<file path="config.mk">
export PLATFORM = sky130hd
export DESIGN_NAME = sync_fifo_ctl
export DESIGN_NICKNAME = d
export VERILOG_FILES = /design/src/rtl/sync_fifo_ctl.sv
export SDC_FILE = /design/constraint.sdc
export NUM_CORES = 1
export LEC_CHECK = 0
export ABC_AREA = 1
export BUFFER_PORTS_ARGS = -buffer_cell sky130_fd_sc_hd__buf_4
export CAP_MARGIN = 20
export CORE_ASPECT_RATIO = 1.1
export CORE_MARGIN = 2
export CORE_UTILIZATION = 61
export DETAILED_ROUTE_END_ITERATION = 8
export PLACE_DENSITY = 0.79
export SYNTH_ARGS = -nofsm -noshare
export SYNTH_HDL_FRONTEND = slang
export SYNTH_SLANG_ARGS = --single-unit
</file>
<file path="constraint.sdc">
create_clock -name clk -period 2.33 [get_ports clk]
set_input_delay 0.1165 -clock clk [delete_from_list [all_inputs] [get_ports clk]]
set_output_delay 0.1165 -clock clk [all_outputs]
set_load 0.1 [all_outputs]
</file>
<file path="src/rtl/sync_fifo_ctl.sv">
`default_nettype none
// ============================================================================
// Module      : sync_fifo_ctl
// Description : Single-clock FIFO with parametrised width/depth, standard or
//               first-word-fall-through read mode, occupancy count,
//               programmable almost-full/almost-empty thresholds, sticky
//               overflow/underflow flags and a synchronous flush.
// Ports       : clk, rst (async, active-high)
//               flush          - synchronous clear of pointers, count, errors
//               wr_en, data_in - push request and data
//               rd_en          - pop request (FWFT: acknowledges shown word)
//               data_out       - read data
//               full, empty, almost_full, almost_empty, count - status
//               overflow, underflow - sticky error flags
// Revision    : 1.0 - initial release
// ============================================================================
module sync_fifo_ctl #(
    parameter int DATA_WIDTH = 8,
    parameter int ADDR_WIDTH = 4,
    parameter int FWFT       = 0,
    parameter int AF_LEVEL   = (1 << ADDR_WIDTH) - 2,
    parameter int AE_LEVEL   = 2
) (
    input  logic                  clk,
    input  logic                  rst,
    input  logic                  flush,
    input  logic                  wr_en,
    input  logic [DATA_WIDTH-1:0] data_in,
    input  logic                  rd_en,
    output logic [DATA_WIDTH-1:0] data_out,
    output logic                  full,
    output logic                  empty,
    output logic                  almost_full,
    output logic                  almost_empty,
    output logic [ADDR_WIDTH:0]   count,
    output logic                  overflow,
    output logic                  underflow
);

    localparam int                DEPTH   = 1 << ADDR_WIDTH;
    localparam logic [ADDR_WIDTH:0] C_DEPTH = (ADDR_WIDTH+1)'(DEPTH);
    localparam logic [ADDR_WIDTH:0] C_AF    = (ADDR_WIDTH+1)'(AF_LEVEL);
    localparam logic [ADDR_WIDTH:0] C_AE    = (ADDR_WIDTH+1)'(AE_LEVEL);

    logic [DATA_WIDTH-1:0] mem_q [DEPTH];

    logic [ADDR_WIDTH-1:0] wr_ptr_q, wr_ptr_d;
    logic [ADDR_WIDTH-1:0] rd_ptr_q, rd_ptr_d;
    logic [ADDR_WIDTH:0]   count_q,  count_d;
    logic                  ovf_q,    ovf_d;
    logic                  unf_q,    unf_d;

    logic rd_acc;
    logic wr_acc;

    // Status decoded purely from the count register so request inputs never
    // reach the flags combinationally.
    assign full         = (count_q == C_DEPTH);
    assign empty        = (count_q == '0);
    assign almost_full  = (count_q >= C_AF);
    assign almost_empty = (count_q <= C_AE);
    assign count        = count_q;
    assign overflow     = ovf_q;
    assign underflow    = unf_q;

    // A write while full is still accepted when a read frees the slot in the
    // same cycle. Flush overrides both requests.
    assign rd_acc = rd_en & ~empty & ~flush;
    assign wr_acc = wr_en & (~full | rd_acc) & ~flush;

    always_comb begin
        wr_ptr_d = wr_ptr_q;
        rd_ptr_d = rd_ptr_q;
        count_d  = count_q;
        ovf_d    = ovf_q;
        unf_d    = unf_q;
        if (flush) begin
            wr_ptr_d = '0;
            rd_ptr_d = '0;
            count_d  = '0;
            ovf_d    = 1'b0;
            unf_d    = 1'b0;
        end else begin
            if (wr_acc) wr_ptr_d = wr_ptr_q + 1'b1;
            if (rd_acc) rd_ptr_d = rd_ptr_q + 1'b1;
            case ({wr_acc, rd_acc})
                2'b10:   count_d = count_q + 1'b1;
                2'b01:   count_d = count_q - 1'b1;
                default: count_d = count_q;
            endcase
            if (wr_en & full & ~rd_acc) ovf_d = 1'b1;
            if (rd_en & empty)          unf_d = 1'b1;
        end
    end

    always_ff @(posedge clk or posedge rst) begin
        if (rst) begin
            wr_ptr_q <= '0;
            rd_ptr_q <= '0;
            count_q  <= '0;
            ovf_q    <= 1'b0;
            unf_q    <= 1'b0;
        end else begin
            wr_ptr_q <= wr_ptr_d;
            rd_ptr_q <= rd_ptr_d;
            count_q  <= count_d;
            ovf_q    <= ovf_d;
            unf_q    <= unf_d;
        end
    end

    // Storage is deliberately not reset; stale words are unreachable once the
    // pointers and count are cleared.
    always_ff @(posedge clk) begin
        if (wr_acc) mem_q[wr_ptr_q] <= data_in;
    end

    generate
        if (FWFT != 0) begin : g_fwft
            assign data_out = empty ? '0 : mem_q[rd_ptr_q];
        end else begin : g_std
            logic [DATA_WIDTH-1:0] dout_q, dout_d;

            always_comb begin
                dout_d = dout_q;
                if (flush)       dout_d = '0;
                else if (rd_acc) dout_d = mem_q[rd_ptr_q];
            end

            always_ff @(posedge clk or posedge rst) begin
                if (rst) dout_q <= '0;
                else     dout_q <= dout_d;
            end

            assign data_out = dout_q;
        end
    endgenerate

endmodule
`default_nettype wire

</file>
Word-level counts from Yosys, hierarchy flattened
Memories as Yosys holds them, arrays and structs flattened. Index checks and enable logic that the tools add are counted.

Output and inout port bits: 19. Word-level logic and storage cells: 48. Memories kept: 1. Register bits: 23. Memory bits (writable): 128.

Reductions and logical operators: 6. Equal/unequal tests: 3. Add/sub/neg operators: 4. Multiplexer cells: 14. Bitwise logic cells: 12. Magnitude comparators: 2.

Memory list: mem_q (words 16, width 8, rd ports 1, clocked after Yosys merged registers in 0, write ports 1, line 45) `logic [DATA_WIDTH-1:0] mem_q [DEPTH];`.

Operators with widths (number): 4-bit two-way mux (4); 8-bit two-way mux (2); 5-bit case mux with 2 select lines (1); 4-bit by 1-bit adder with 4-bit output (second input constant) (2); 2-bit nonzero test (4); 1-bit AND (7); 1-bit two-way mux (6); 5-bit by 1-bit adder with 5-bit output (second input constant) (1); 5-bit equality test (second input constant) (1); 5-bit by 4-bit >= comparator with 1-bit output (second input constant) (1); 5-bit by 2-bit <= comparator with 1-bit output (second input constant) (1); 5-bit logical NOT (1); 5-bit two-way mux (1); 5-bit by 1-bit subtractor with 5-bit output (second input constant) (1); 1-bit NOT (4); 3-bit nonzero test (1); 2-bit by 1-bit equality test with 1-bit output (second input constant) (1); 2-bit equality test (second input constant) (1); 1-bit OR (1).

Depth between registers and ports, before layout
Depth in word-level cells: 10. Depth in mapped cells: 11. Gate-level depth less buffers: 11.

Worst setup path before layout
No wires, ideal clock.

Path kind: register to output. Start: register count_q[2] (netlist: count[2]). End: output port almost_empty. Stages on the path, launching flop included: 4. Arrival: 3.365 ns. Buffers on the path: 0. Required time: 2.214 ns. Slack: -1.152 ns. Cell sequence: dfrtp_1 -> nor2_4 -> inv_2 -> a211oi_1.

Cells in the longest elaborated chain, start to end: 1.

RTL lines: from (decl) (line 49) `logic [ADDR_WIDTH:0] count_q, count_d;`; from (signal assigned) (line 106) `count_q <= count_d;`; 5-bit by 2-bit <= comparator with 1-bit output (line 61) `assign almost_empty = (count_q <= C_AE);`; to (decl) (line 34) `output logic almost_empty,`.

Every way passes these cells.

Final worst setup path
Start: register count_q[2] (netlist: count[2]). End: memory mem_q[10][5] (enable).

Cells in the longest elaborated chain, start to end: 9. Elaborated cells between the ends (all ways): 11. Those cells by class: eq/ne (1); mux (2); bitwise (7); reduce/logical (1).

RTL lines: 5-bit logical NOT (line 59) `assign empty = (count_q == '0);`; 1-bit NOT (line 68) `assign rd_acc = rd_en & ~empty & ~flush;`; 1-bit AND (2 in a row) (line 68); 1-bit OR * (line 69) `assign wr_acc = wr_en & (~full | rd_acc) & ~flush;`; 1-bit AND * (2 in a row) (line 69); 1-bit two-way mux * (line 115) `if (wr_acc) mem_q[wr_ptr_q] <= data_in;`; 1-bit two-way mux (not written as such) * (line 115); to (decl) (line 45).

Every way passes the cells marked *; elsewhere a longest branch is shown, timed or not.

==> flow_summary.ini <==
[outcome]
status = finished clean

[logic_synthesis]
yosys-top-cells-area = edfxtp_1, dfrtp_1, o21ai_0
synth_edf_count = 128
ys_async_sr_fraction_pct = 15.2
synth_top_area_cell = edfxtp_1
ys_warn_count = 0
synthTopCellsByCount = edfxtp_1, nor2_1, o21ai_0
synthAdderAreaFrac_pct = 1.38
synth.avg_cell_area_sq_um = 12.3
ys.flop_type = edfxtp_1
synth_xor_area_share_pct = 0.553
syn_inst = 516
synth_simple_gate_area_share_pct = 13.1
seq_area_frac_synth_pct = 69.8
synth_top_family_by_area = simple AND/OR/NAND/NOR gates
synth_nets = 536
ys_seq_elements = 151
muxShareOfSynthArea_pct = 0
yosysMostFrequentCell = edfxtp_1
synth_compound_area_share_pct = 11.6
synthDistinctLibCells = 33
netlist_area_sq_um = 6330
netlist.area_leader.share_pct = 60.7

[global_routing]
grt_pass1_vias = 4256
grt_max_degree = 58
antenna_found_initial = 0
grt_overflow = 0
grt_pass1_wl_microns = 22900
track_usage_pct = 27.4

[clock_network]
clk_latency_ns = 0.42
clock_sinks = 151
ctsResizeCount = 0
path_clk_slew_ns = 0.06
cts_tree = done
htree_num_levels = 4
numCtsBuffers = 17
cts_setup_buffers = 0
cts_root_buf = clkbuf_16
cts_buffer_depth = 2
hold_buffers = 2

[placed_design]
post-place-ws_ns = 0.134
numPortBuffers = 31
gp_congestion = 0.887
hpwl_microns = 9140

[worst_setup_path]
cp-startpoint = count[2]
path_class = flop to flop
rr_startpoint = count[2]
cp-end-kind = flop
crit_fanout = 8
critical_path_required_ns = 2.38
worstPathArrival_ns = 2.24
r2r_end = mem_q[10][5]
ff2ff_path_depth = 9
rrSetupSlack_ns = 0.14
setup.worst_path.end = mem_q[10][5]
start_kind = flop

[sta]
post-route-min-period_ns = 2.19
fin_crit_sh_pct = 94.1
fin_ws_ns = 0.138
hold_slack_ns = 0.0215
tightest_slew_ns = 0.893
drv_slew = 0
hold_viol = 0
clock_skew_ns = 0.00625
relSlewSlack_pct = 40.4
rsz0062_at_grt = false
setup_violations = 0
fmax_ghz = 0.456
fin_tns_setup_ns = 0

[layout]
syn_to_final_growth_pct = 17.5
final_core_util_pct = 72.6
diodes = 0
finalNetCount = 575
fillCellCount = 632
multi_input_area_sq_um = 1740
layout-drive-gt1-share_pct = 20.4
seqCellArea_sq_um = 4430

[floorplan]
core-area_sq_um = 10200
rows = 39
die_w_microns = 101
floorplan.initialDensity_pct = 61.8
io_pins = 32
die_h_microns = 111
dieArea_sq_um = 11200

[route]
viasPerCell = 6.30
drtIter0Drc = 389
routed_wl_microns = 14400
vias = 4354
wl_per_cell_microns = 20.8
drt_first_pass_iters = 6
drc = 0
ant_nets = 0

[power]
sw_frac_of_total_pct = 39.6
power.total_mw = 9.38
seqPwrFrac_pct = 34.4
ir_drop_mv = 1.10
p_switching_mw = 3.71
clkPwrFrac_pct = 30.7
p_int_mw = 5.67
pwr-share-comb_pct = 34.9
p_leak_nw = 2.70
cellPowerDensity_nw_per_um2 = 1260

[run]
max-cap-violations = 0

[min_path]
hold_path_class = input pin to flop
cell type report:
class | count | area share [%]
clock buffers | 17 | 5.71
clock inverters | 15 | 2.66
multi-input cells | 310 | 23.4
flip-flops and latches | 151 | 59.6
inverters | 28 | 1.48
well taps | 123 | 2.07
repair buffers | 47 | 5.11
worst max-delay path, stage by stage, from the launching register on:
cell	delay, ns
dfrtp_4	0.46
nor2_4	0.06
nand3_4	0.12
nand3_4	0.08
nand2_2	0.08
buf_4	0.11
nand2_4	0.07
nor2_4	0.17
inv_4	0.10
nor3_2	0.56
how the worst min path moves through the flow:
| stage | endpoint | startpoint | depth (start not counted) |
|---|---|---|---|
| 2_1_floorplan | count[0] | rst | 1 |
| 3_3_place_gp | data_out[6] | rst | 2 |
| 3_5_place_dp | data_out[1] | rst | 2 |
| 4_1_cts | overflow | wr_en | 3 |
| 5_1_grt | overflow | wr_en | 3 |
| 6_report | mem_q[9][3] | data_in[3] | 1 |
power by group through the flow:
stage | Combinational, mW | Sequential (mW) | Clock (mW)
after floorplan | 1.71 | 4.01 | 0
after global placement | 3.16 | 3.27 | 0
after detailed placement | 3.21 | 3.28 | 0
after CTS | 3.25 | 3.23 | 2.89
after global routing | 3.47 | 3.25 | 3.00
final | 3.27 | 3.23 | 2.88
per-stage QoR:
stage | cell area [sq um] | std cells
2_1_floorplan | 6410 | 516
3_3_place_gp | 6800 | 656
3_5_place_dp | 6800 | 656
4_1_cts | 7440 | 690
5_1_grt | 7440 | 691
6_report | 7440 | 691
routing by layer:
layer	wire [microns]	vias to the layer above	track usage, %	share of wire (%)
li1	-	1969	-	-
met1	5710	2128	37.6	40
met2	7160	221	42.3	50
met3	1050	36	5.99	7.3
met4	425	0	12.2	3.0
met5	0	-	0	0
cell usage in the layout, fill, tap and decap left out, drive strengths merged:
cell type	instances
nand2	51
inv	30
nand3	33
edfxtp	128
dlygate4sd3	2
a211oi	1
a31oi	1
nor3	15
xnor2	2
ha	7
clkinvlp	2
nand4	1
nor2	80
o21ai	79
xor2	2
clkinv	7
clkbuf	17
buf	45
o221ai	32
dfrtp	23
a21oi	5
o21bai	1
bufinv	4
flip-flops by register name, indices dropped and copies added (netlist names):
signal	count
mem_q	128
wr_ptr_q	4
overflow	1
rd_ptr_q	4
underflow	1
count	5
data_out	8
kinds of logic (layout without fill, tap and decap cells):
kind of cell / Yosys count / in the layout
simple gates: 180 / 180
flops: 151 / 151
compound gates: 119 / 119
buf+inv: 55 / 107
fa+ha+maj: 7 / 7
xor+xnor: 4 / 4
No activity file was read; power rests on OpenSTA's default activity.
